`src/rtl/s2p_align_ctrl.sv`:
```
// s2p_align_ctrl
//   Sequencing and alignment controller for the 4-lane serial-to-parallel
//   front end. Drives ENB/MODO/DIR to the s2p lane registers. Searches lane 0
//   for a comma byte and locks byte and frame alignment. While locked it
//   issues a LOAD strobe at every aligned byte boundary. Lanes 1-3 follow
//   lane 0 timing.
//
//   Optional feature macro: S2P_CTRL_ERR_CNT_EN
//     When defined, err_cnt counts comma mismatches seen while locked. The
//     count saturates at 8'hFF and is cleared only by reset.
//     When undefined, err_cnt is tied to zero.
//
// Ports
//   CLK      in   clock, rising edge
//   reset    in   synchronous active-high reset
//   start    in   run request; low returns to IDLE at the next edge
//   dir_cfg  in   shift direction, sampled only while IDLE
//   P0[7:0]  in   lane-0 s2p register contents
//   ENB      out  enable to all s2p lanes / ffd stages
//   MODO[1:0] out s2p mode: 00 hold, 01 serial shift
//   DIR      out  registered shift direction
//   LOAD     out  strobe: lanes hold an aligned byte at the coming edge
//   LOCKED   out  alignment locked
//   bit_cnt[2:0] out bits shifted since last aligned byte, mod 8
//   err_cnt[7:0] out locked comma error count (see macro above)
module s2p_align_ctrl #(
    parameter logic [7:0]  COMMA     = 8'hBC,
    parameter int unsigned FRAME_LEN = 4,
    parameter int unsigned LOCK_CNT  = 3,
    parameter int unsigned MISS_MAX  = 2
) (
    input  logic       CLK,
    input  logic       reset,
    input  logic       start,
    input  logic       dir_cfg,
    input  logic [7:0] P0,
    output logic       ENB,
    output logic [1:0] MODO,
    output logic       DIR,
    output logic       LOAD,
    output logic       LOCKED,
    output logic [2:0] bit_cnt,
    output logic [7:0] err_cnt
);

    localparam logic [3:0] LAST_BYTE = 4'(FRAME_LEN - 1);
    localparam logic [3:0] LOCK_TGT  = 4'(LOCK_CNT);
    localparam logic [3:0] MISS_TGT  = 4'(MISS_MAX);

    typedef enum logic [1:0] {
        ST_IDLE,
        ST_SEARCH,
        ST_SYNC,
        ST_LOCK
    } state_t;

    state_t     state, state_nxt;
    logic [2:0] bit_nxt;
    logic [3:0] byte_cnt, byte_nxt;
    logic [3:0] good_cnt, good_nxt;
    logic [3:0] miss_cnt, miss_nxt;

    logic boundary;
    logic comma_slot;
    logic comma_ok;

    // A boundary only has meaning once alignment has been found.
    assign boundary   = (bit_cnt == 3'd0) && (state == ST_SYNC || state == ST_LOCK);
    assign comma_slot = boundary && (byte_cnt == 4'd0);
    assign comma_ok   = (P0 == COMMA);

    always_ff @(posedge CLK) begin
        if (reset) begin
            state    <= ST_IDLE;
            bit_cnt  <= '0;
            byte_cnt <= '0;
            good_cnt <= '0;
            miss_cnt <= '0;
        end else begin
            state    <= state_nxt;
            bit_cnt  <= bit_nxt;
            byte_cnt <= byte_nxt;
            good_cnt <= good_nxt;
            miss_cnt <= miss_nxt;
        end
    end

    always_comb begin
        state_nxt = state;
        bit_nxt   = bit_cnt + 3'd1;
        byte_nxt  = byte_cnt;
        good_nxt  = good_cnt;
        miss_nxt  = miss_cnt;

        if (boundary) begin
            byte_nxt = (byte_cnt == LAST_BYTE) ? 4'd0 : byte_cnt + 4'd1;
        end

        case (state)
            ST_IDLE: begin
                bit_nxt  = '0;
                byte_nxt = '0;
                good_nxt = '0;
                miss_nxt = '0;
                if (start) begin
                    state_nxt = ST_SEARCH;
                end
            end
            ST_SEARCH: begin
                // The detect edge itself is bit 0 of byte 0 of the frame.
                if (comma_ok) begin
                    bit_nxt   = 3'd1;
                    byte_nxt  = 4'd1;
                    good_nxt  = 4'd1;
                    state_nxt = (LOCK_CNT == 1) ? ST_LOCK : ST_SYNC;
                end
            end
            ST_SYNC: begin
                if (comma_slot) begin
                    if (comma_ok) begin
                        good_nxt = good_cnt + 4'd1;
                        if (good_cnt + 4'd1 == LOCK_TGT) begin
                            state_nxt = ST_LOCK;
                        end
                    end else begin
                        good_nxt  = '0;
                        state_nxt = ST_SEARCH;
                    end
                end
            end
            ST_LOCK: begin
                if (comma_slot) begin
                    if (comma_ok) begin
                        miss_nxt = '0;
                    end else if (miss_cnt + 4'd1 == MISS_TGT) begin
                        miss_nxt  = '0;
                        good_nxt  = '0;
                        state_nxt = ST_SEARCH;
                    end else begin
                        miss_nxt = miss_cnt + 4'd1;
                    end
                end
            end
            default: state_nxt = ST_IDLE;
        endcase

        // Dropping start overrides whatever the current state decided.
        if (!start) begin
            state_nxt = ST_IDLE;
            bit_nxt   = '0;
            byte_nxt  = '0;
            good_nxt  = '0;
            miss_nxt  = '0;
        end
    end

    always_ff @(posedge CLK) begin
        if (reset) begin
            DIR <= 1'b0;
        end else if (state == ST_IDLE) begin
            DIR <= dir_cfg;
        end
    end

    assign ENB    = (state != ST_IDLE);
    assign MODO   = (state != ST_IDLE) ? 2'b01 : 2'b00;
    assign LOCKED = (state == ST_LOCK);
    assign LOAD   = (state == ST_LOCK) && (bit_cnt == 3'd0);

`ifdef S2P_CTRL_ERR_CNT_EN
    logic       err_hit;
    logic [7:0] err_q;

    // A mismatch coinciding with start dropping is not counted: the run ends there.
    assign err_hit = (state == ST_LOCK) && comma_slot && !comma_ok && start;

    always_ff @(posedge CLK) begin
        if (reset) begin
            err_q <= '0;
        end else if (err_hit && err_q != 8'hFF) begin
            err_q <= err_q + 8'd1;
        end
    end

    assign err_cnt = err_q;
`else
    assign err_cnt = '0;
`endif

endmodule

```
`config.mk`:
```
export PLATFORM = sky130hd
export DESIGN_NAME = s2p_align_ctrl
export DESIGN_NICKNAME = d
export VERILOG_FILES = /design/src/rtl/s2p_align_ctrl.sv
export SDC_FILE = /design/constraint.sdc
export NUM_CORES = 1
export LEC_CHECK = 0
export CAP_MARGIN = 20
export CORE_ASPECT_RATIO = 1.75
export CORE_MARGIN = 4
export CORE_UTILIZATION = 45
export DETAILED_ROUTE_END_ITERATION = 10
export PLACE_DENSITY = 0.82
export RECOVER_POWER = 25
export SETUP_SLACK_MARGIN = 0.1
export SYNTH_ARGS = -nofsm -noshare
export SYNTH_HDL_FRONTEND = slang
export SYNTH_SLANG_ARGS = --single-unit
export TNS_END_PERCENT = 1
```
`constraint.sdc`:
```
create_clock -name CLK -period 2 [get_ports CLK]
set_input_delay 0.2 -clock CLK [delete_from_list [all_inputs] [get_ports CLK]]
set_output_delay 0.2 -clock CLK [all_outputs]
set_load 0.05 [all_outputs]
```
After elaboration in Yosys (flattened, before gate mapping)
Cells that the tools add are included.
W data, S select, Z words.
{"block": "totals", "out_inout_bits": 17, "elab_cells": 63, "input_bits": 12, "register_bits": 18}
{"block": "classes", "eq_ne": 13, "n_mux": 26, "addsub": 4, "n_reduce_logical": 13, "bitwise_logic": 1}
{"op": "$mux W4", "n": 12}
{"op": "$pmux W4 S2", "n": 2}
{"op": "$pmux W4 S4", "n": 1}
{"op": "$mux W2", "n": 7}
{"op": "$add A4 B1 Y4 const B", "n": 3}
{"op": "$eq A4 B2 Y1 const B", "n": 3}
{"op": "$eq A8 B8 Y1 const B", "n": 1}
{"op": "$pmux W2 S4", "n": 1}
{"op": "$ne A2 B2 Y1 const B", "n": 3}
{"op": "$pmux W3 S2", "n": 1}
{"op": "$reduce_and A6 Y1", "n": 1}
{"op": "$reduce_and A5 Y1", "n": 1}
{"op": "$eq A2 B2 Y1 const B", "n": 2}
{"op": "$logic_not A4 Y1", "n": 1}
{"op": "$ne A2 B1 Y1 const B", "n": 2}
{"op": "$reduce_bool A2 Y1", "n": 2}
{"op": "$add A3 B1 Y3 const B", "n": 1}
{"op": "$logic_and A1 B1 Y1", "n": 3}
{"op": "$logic_not A3 Y1", "n": 1}
{"op": "$mux W3", "n": 1}
{"op": "$ne A3 B2 Y1 const B", "n": 1}
{"op": "$eq A2 B1 Y1 const B", "n": 1}
{"op": "$logic_not A2 Y1", "n": 1}
{"op": "$reduce_and A2 Y1", "n": 1}
{"op": "other kinds (4)", "n": 4}

Logic depth before layout (Yosys ltp)
Gate-level depths: netlist of run 1.
{"block": "depth", "ltp_word": 6, "mapped_depth": 7, "mapped_depth_nobuf": 7}

Least setup slack after synthesis of run 1
OpenSTA, ideal clock, no wires.
{"block": "synth_timing", "kind": "register to register", "start": "reg state[0]", "end": "reg good_cnt[3]", "setup_slack_ps": -329, "synth_period_minus_slack_ps": 2329, "stages_incl_launch_ff": 7, "setup_time_ps": 101, "t_required_ps": 1899, "n_path_buf": 0, "t_arrival_ps": 2228, "path_cell_list": "dfxtp_1 -> ha_1 -> nor2_1 -> nand3b_1 -> a22o_4 -> or3_1 -> o41ai_1"}
{"block": "synth_via", "elab_chain_len": 6, "word_cells_on_any_way": 14, "cone_classes": "8 x eq/ne; 1 x mux; 5 x reduce/logical"}
{"element": "start, declared", "line_no": "57", "text": "state_t state, state_nxt;"}
{"element": "start signal, assigned", "line_no": "80", "text": "state <= state_nxt;"}
{"element": "$eq A2 B2 Y1 *"}
{"element": "via LOCKED", "line_no": "41", "text": "output logic LOCKED,"}
{"element": "$logic_or A1 B1 Y1", "line_no": "68", "text": "assign boundary = (bit_cnt == 3'd0) && (state == ST_SYNC || state == ST_LOCK);"}
{"element": "$logic_and A1 B1 Y1", "line_no": "68"}
{"element": "$logic_and A1 B1 Y1", "line_no": "69", "text": "assign comma_slot = boundary && (byte_cnt == 4'd0);"}
{"element": "$ne A2 B2 Y1 (no line) or $ne A2 B1 Y1 (tied branches)"}
{"element": "$reduce_and A5 Y1 (no line)"}
{"element": "end signal, assigned", "line_no": "83", "text": "good_cnt <= good_nxt;"}
{"element": "end, declared", "line_no": "60", "text": "logic [3:0] good_cnt, good_nxt;"}
Mark *: on every way through the listed nets, which the timed path passes. The rest lies on a longest branch.
A chain may end at the register's enable or synchronous reset.

Worst setup path in the final report of run 1
{"block": "layout_timing", "start": "reg byte_cnt[1]", "end": "reg good_cnt[2]"}
{"block": "layout_via", "elab_chain_len": 4, "word_cells_on_any_way": 5, "cone_classes": "2 x eq/ne; 3 x reduce/logical"}
{"element": "start, declared", "line_no": "59", "text": "logic [3:0] byte_cnt, byte_nxt;"}
{"element": "start signal, assigned", "line_no": "82", "text": "byte_cnt <= byte_nxt;"}
{"element": "$logic_not A4 Y1 *", "line_no": "69"}
{"element": "$logic_and A1 B1 Y1 *", "line_no": "69"}
{"element": "$ne A2 B2 Y1 (no line) or $ne A2 B1 Y1 (tied branches)"}
{"element": "$reduce_and A5 Y1 (no line) *"}
Mark *: on every way between the ends. The rest lies on a longest branch, timed or not.

==> results.json, run 1 <==
{
  "io_buffers": 19,
  "design.core.area_mm2": 0.002721,
  "postLayoutCellArea_mm2": 0.001843,
  "synthesis.area_mm2": 0.001297,
  "first_pass_iters": 4,
  "power.density_mw_per_mm2": 466.7,
  "viasPerCell": 5.690,
  "synthArstFlopShare": 0,
  "ant_nets": 0,
  "clkTransAtPathRegs_ns": 0.08,
  "p_leak_nw": 0.8025,
  "ios": 29,
  "pwr-share-comb": 0.213,
  "clock.fmax_ghz": 0.5002,
  "finalHoldViolCount": 0,
  "crit_path_start_kind": "flip-flop",
  "area_growth_pct": 42.04,
  "net-switching-power_w": 0.0002525,
  "fp-row-count": 25,
  "relSlewSlack": 0.5112,
  "power_w": 0.0008602,
  "dr.first_iter.drc_count": 39,
  "cts_max_level": 1,
  "routabilityCongestion": 0.8936,
  "peakVddDrop_uv": 332.2,
  "synth_cells": 157,
  "cts_buffer_depth": 2,
  "die-width_um": 48.59,
  "synth_flop_cell": "dfxtp_1",
  "grt_overflow": 0,
  "drc": 0,
  "cts_tree": "yes",
  "cts_hold_buf": 0,
  "track_usage": 0.1937,
  "rsz0062_at_grt": "true",
  "hpwl_um": 2644,
  "post_synth.cell_area_avg_um2": 8.264,
  "seq_area_frac_synth": 0.2777,
  "dieArea_mm2": 0.003840,
  "power_frac_seq": 0.427,
  "synth_cell_types": 42,
  "diodes": 0,
  "grt_max_degree": 11,
  "outcome": "complete, no violations",
  "crit_chain": "inv_2 -> ha_4 -> nor3b_4 -> nand3b_1 -> a22o_4 -> buf_4 -> o41ai_1 -> o31ai_2",
  "root_buffer": "clkbuf_8",
  "grt_antenna_before_repair": 0,
  "p_int_w": 0.0006076,
  "initial_core_util": 0.4768,
  "wl_per_cell_um": 16.65,
  "crit_fanout": 6,
  "tightest_slew_ns": 0.7148,
  "place_area_mm2": 0.001628,
  "clkLatencyLatePin_ns": 0.26,
  "finalCriticalPeriod_ns": 1.999,
  "swShare": 0.2936,
  "cp_data_arrival_time_ns": 2.13,
  "setup_viol": 0,
  "cp_data_required_time_ns": 2.13,
  "drive_above_1_share": 0.3317,
  "clockPowerShare": 0.359,
  "grt_pass1_vias": 1295,
  "cp-end-kind": "flip-flop",
  "worst-path-buf-inv": 2,
  "cts_made_buffers": 3,
  "period_share": 0.9997,
  "max_stage_delay_ns": 0.42,
  "synth_edf_count": 0,
  "crit_family": "compound AO/OA/AOI/OAI gates",
  "fin_skew_ns": 0.003783,
  "worstHoldPathType": "reg -> reg",
  "yosys_warnings": 0,
  "synth_seq_cells": 18,
  "fill_cells": 211,
  "num_vias": 1286,
  "slew_viol_final": 0,
  "die_height_um": 79.04,
  "setup.worst_path.class": "reg -> reg",
  "fin_nets": 225,
  "clock_sinks": 18,
  "wirelength_um": 3762,
  "drv_cap": 0,
  "critPathSlowestCell": "o41ai_1",
  "grt_pass1_wl_um": 5940
}
## cells in the mapped netlist (2+ instances only)
master	number	share of area
mux2i_1	4	0.031
nand3_1	5	0.019
nor2_1	20	0.058
o21ai_0	3	0.012
a21oi_1	9	0.035
nor2b_1	4	0.019
nand3b_1	4	0.023
nand2b_1	3	0.014
dfxtp_1	18	0.28
o41ai_1	3	0.020
nand4_1	2	0.0096
and2_1	4	0.019
ha_1	13	0.13
nand2_1	8	0.023
a41o_1	2	0.015
inv_1	12	0.035
o31ai_1	4	0.023
buf_4	10	0.058
a31oi_1	4	0.019
nor3b_1	3	0.017
## registers in the layout, indices dropped and copies added, names as in the netlist
name and cells:
state 2, DIR 1, byte_cnt 4, good_cnt 4
bit_cnt 3, miss_cnt 4
## per-layer routing
metal / up-vias / global-route usage / part of all wire / wire [um]
met5: - / 0 / 0 / 0
met4: 0 / 0.1159 / 0.038 / 142
met3: 13 / 0.03377 / 0.046 / 174
met2: 43 / 0.3704 / 0.56 / 2091
met1: 610 / 0.1842 / 0.36 / 1352
li1: 620 / - / - / -
## cells by family (layout without fill, tap and decap cells)
kind of cell	after synthesis	after routing	share of synthesized area
simple gates	61	61	0.2623
compound gates	34	34	0.1890
buf+inv	24	58	0.09835
flops	18	18	0.2777
fa+ha+maj	13	13	0.1254
mux	4	4	0.03086
xor+xnor	2	2	0.01350
other cells	1	9	0.002890
## layout by cell type, fill, tap and decap left out, types with 2 or more instances in the layout
cell type,instances
a21oi_1,7
a21oi_2,2
a31oi_1,3
a41o_1,2
and2_1,4
buf_4,25
clkbuf_8,4
clkdlybuf4s50_1,16
conb_1,9
dfxtp_1,10
dfxtp_2,6
dfxtp_4,2
ha_1,8
ha_2,2
ha_4,3
inv_1,8
inv_2,4
mux2i_1,4
nand2_1,8
nand2b_1,3
nand3_1,5
nand3b_1,4
nand4_1,2
nor2_1,19
nor2b_1,3
nor3b_1,2
o21ai_0,2
o31ai_1,3
o41ai_2,2
## timing repair
item / in CTS / in global routing
setup buffers: 0 / 5
gates resized for setup: 10 / 23
pin swaps: 5 / 11
setup endpoints to repair: 6 / 9
## power groups by stage
| stage | Sequential, W | Clock (W) | Combinational (W) |
|---|---|---|---|
| 2_1_floorplan | 0.000385 | 0 | 0.000117 |
| 3_3_place_gp | 0.000376 | 0 | 0.000166 |
| 3_5_place_dp | 0.000376 | 0 | 0.000170 |
| 4_1_cts | 0.000368 | 0.000321 | 0.000176 |
| 5_1_grt | 0.000368 | 0.000340 | 0.000194 |
| 6_report | 0.000368 | 0.000309 | 0.000184 |
## area by class of cell
cell class              instances  area (um2)  share of cell area
well taps                      27       33.78             0.01833
repair buffers                 42       359.1              0.1948
multi-input cells             123       974.7              0.5289
flip-flops and latches         18       375.4              0.2037
inverters                      12       45.04             0.02444
clock buffers                   4       55.05             0.02987
## worst paths after layout
kind | startpoint | to | slack [ns] | depth (start not counted)
worst max-delay path | byte_cnt[1]$_SDFF_PP0_ | good_cnt[2]$_SDFFE_PP0P_ | 0.0007 | 8
worst min-delay path | miss_cnt[0]$_SDFFE_PP0P_ | miss_cnt[0]$_SDFFE_PP0P_ | 0.52 | 2
worst max register to register | byte_cnt[1]$_SDFF_PP0_ | good_cnt[2]$_SDFFE_PP0P_ | 0.0007 | 8
worst min register to register | miss_cnt[0]$_SDFFE_PP0P_ | miss_cnt[0]$_SDFFE_PP0P_ | 0.52 | 2
## worst reg2reg max path, delay by kind of cell (launching register included)
kind            cells  cell delay (ns)
buf+inv             2             0.22
flops               1             0.33
fa+ha+maj           1             0.12
compound gates      3             0.83
simple gates        2             0.38
## metrics by stage
stage          hold slack [ns]  setup slack (ns)  instances  TNS (ns)  utilization
2_1_floorplan           0.2724            0.1021        165         0            -
3_3_place_gp            0.4751           -0.1109        217   -0.4043       0.5982
3_5_place_dp            0.5041           -0.2436        217   -0.7545       0.5982
4_1_cts                 0.5188           0.04592        221         0       0.6349
5_1_grt                 0.5498          -0.06359        226   -0.1602       0.6772
6_report                0.5227         0.0006946        226         0       0.6772
Note: power is estimated with default switching activity, not from simulation.
==> run 2: changes to the inputs <==
==> constraint.sdc (replaced) <==
create_clock -name CLK -period 2 [get_ports CLK]
set_input_delay 0.2 -clock CLK [delete_from_list [all_inputs] [get_ports CLK]]
set_output_delay 0.2 -clock CLK [all_outputs]
set_load 0.01 [all_outputs]
==> run 2 against run 1 <==
Hold slack worse by 0.0096 ns. Combinational power is 29% lower. Global-route usage is 2.2 points lower.
==> results.json, run 2 (synthesis results as in run 1) <==
{
  "r2r_cells": 8,
  "period_share": 0.9470,
  "peakVddDrop_uv": 389.3,
  "whs_path_depth": 2,
  "design.core.area_mm2": 0.002721,
  "power.density_mw_per_mm2": 442.8,
  "worstHoldPathType": "reg -> reg",
  "grt_pass1_wl_um": 5361,
  "cts_max_level": 1,
  "clock.fmax_ghz": 0.5280,
  "slew_viol_final": 0,
  "postLayoutCellArea_mm2": 0.001815,
  "track_usage": 0.1718,
  "relSlewSlack": 0.5072,
  "cp_data_arrival_time_ns": 2.03,
  "viasPerCell": 5.637,
  "cp-end-kind": "flip-flop",
  "initial_core_util": 0.4768,
  "drive_above_1_share": 0.2755,
  "hpwl_um": 2549,
  "fp-row-count": 25,
  "cp_data_required_time_ns": 2.14,
  "rsz0062_at_grt": "true",
  "grt_overflow": 0,
  "finalHoldViolCount": 0,
  "timing.setup.tns_ns": 0,
  "die_height_um": 79.04,
  "outcome": "complete, no violations",
  "grt_max_degree": 11,
  "setup.worst_path.class": "reg -> reg",
  "fin_skew_ns": 0.003712,
  "cts_tree": "yes",
  "io_buffers": 19,
  "grt_pass1_vias": 1301,
  "mostFrequentLayoutCells": "nor2_1 (20), buf_4 (18), clkdlybuf4s50_1 (14)",
  "wirelength_um": 3355,
  "regArea_um2": 371.6,
  "area_growth_pct": 39.92,
  "tightest_slew_ns": 0.7205,
  "p_leak_nw": 0.8072,
  "cts_buffer_depth": 2,
  "diodes": 0,
  "clkTransAtPathRegs_ns": 0.07,
  "crit_path_start_kind": "flip-flop",
  "finalCriticalPeriod_ns": 1.894,
  "place_area_mm2": 0.001633,
  "multi_input_area_um2": 963.4,
  "setup_viol": 0,
  "cts_made_buffers": 3,
  "grt_antenna_before_repair": 0,
  "routabilityCongestion": 0.8237,
  "root_buffer": "clkbuf_8",
  "fin_nets": 222,
  "wl_per_cell_um": 15.04,
  "crit_fanout": 5,
  "num_vias": 1257,
  "final_common_cell": "nor2_1",
  "clkLatencyLatePin_ns": 0.26,
  "dr.first_iter.drc_count": 53,
  "clock_sinks": 18,
  "drc": 0,
  "ant_nets": 0,
  "first_pass_iters": 4,
  "dieArea_mm2": 0.003840,
  "ios": 29,
  "fill_cells": 196,
  "largest_registers": "byte_cnt (4), good_cnt (4), miss_cnt (4)",
  "die-width_um": 48.59,
  "drv_cap": 0
}
[run 2: cell types whose count changed in the layout (fill, tap and decap cells not counted), moves of 2 or more]
cell	change
o41ai_4	+2
clkdlybuf4s50_1	-2
a21oi_1	+2
dlygate4sd3_1	+4
buf_4	-7
a21oi_2	-2
[run 2: per-layer routing]
metal / GRT usage / vias up / routed length (um)
li1: - / 616 / -
met1: 0.1543 / 593 / 1255
met2: 0.3547 / 39 / 1876
met3: 0.02251 / 9 / 134
met4: 0.08086 / 0 / 89
met5: 0 / - / 0
[run 2: through the flow]
step / cells / hold WS (ns) / total power [W] / utilization / setup slack [ns]
6_report: 223 / 0.5131 / 0.0008039 / 0.6671 / 0.1061
5_1_grt: 223 / 0.5473 / 0.0008318 / 0.6671 / 0.04484
4_1_cts: 222 / 0.5126 / 0.0007960 / 0.6290 / 0.03057
3_5_place_dp: 218 / 0.5190 / 0.0004984 / 0.6000 / -0.1301
3_3_place_gp: 218 / 0.4816 / 0.0004940 / 0.6000 / -0.06581
2_1_floorplan: 165 / 0.2724 / 0.0004531 / - / 0.1049
[run 2: layout make-up]
type | instances | share of cell area
timing repair buffer | 39 | 0.1909
inverter | 12 | 0.02481
clock buffer | 4 | 0.03032
tap | 27 | 0.01861
multi-input combinational | 123 | 0.5307
sequential | 18 | 0.2047
[run 2: where the power goes]
group / total, W / internal, W / switching [W] / leakage, nW
combinational: 0.000131 / 0.0000671 / 0.0000634 / 0.629
sequential: 0.000368 / 0.000363 / 0.00000529 / 0.149
clock: 0.000305 / 0.000175 / 0.000130 / 0.0288
[run 2: path summary, 6_finish.rpt]
path | from | end | slack, ns
max | byte_cnt[1]$_SDFF_PP0_ | good_cnt[2]$_SDFFE_PP0P_ | 0.11
min reg2reg | miss_cnt[0]$_SDFFE_PP0P_ | miss_cnt[0]$_SDFFE_PP0P_ | 0.51
min | miss_cnt[0]$_SDFFE_PP0P_ | miss_cnt[0]$_SDFFE_PP0P_ | 0.51
max reg2reg | byte_cnt[1]$_SDFF_PP0_ | good_cnt[2]$_SDFFE_PP0P_ | 0.11
[run 2: repair_timing]
action	CTS	global route
resized for setup	7	26
hold buffers	0	0
pin swaps	0	7
buffers inserted	0	1
endpoints found under the setup margin	9	8
[run 2: worst max-delay path, stage by stage, from the launching register on]
cell	delay, ns
dfxtp_2	0.33
inv_2	0.07
ha_4	0.13
nor3b_4	0.18
nand3b_1	0.16
a22o_4	0.27
buf_4	0.17
o41ai_4	0.35
o31ai_2	0.11
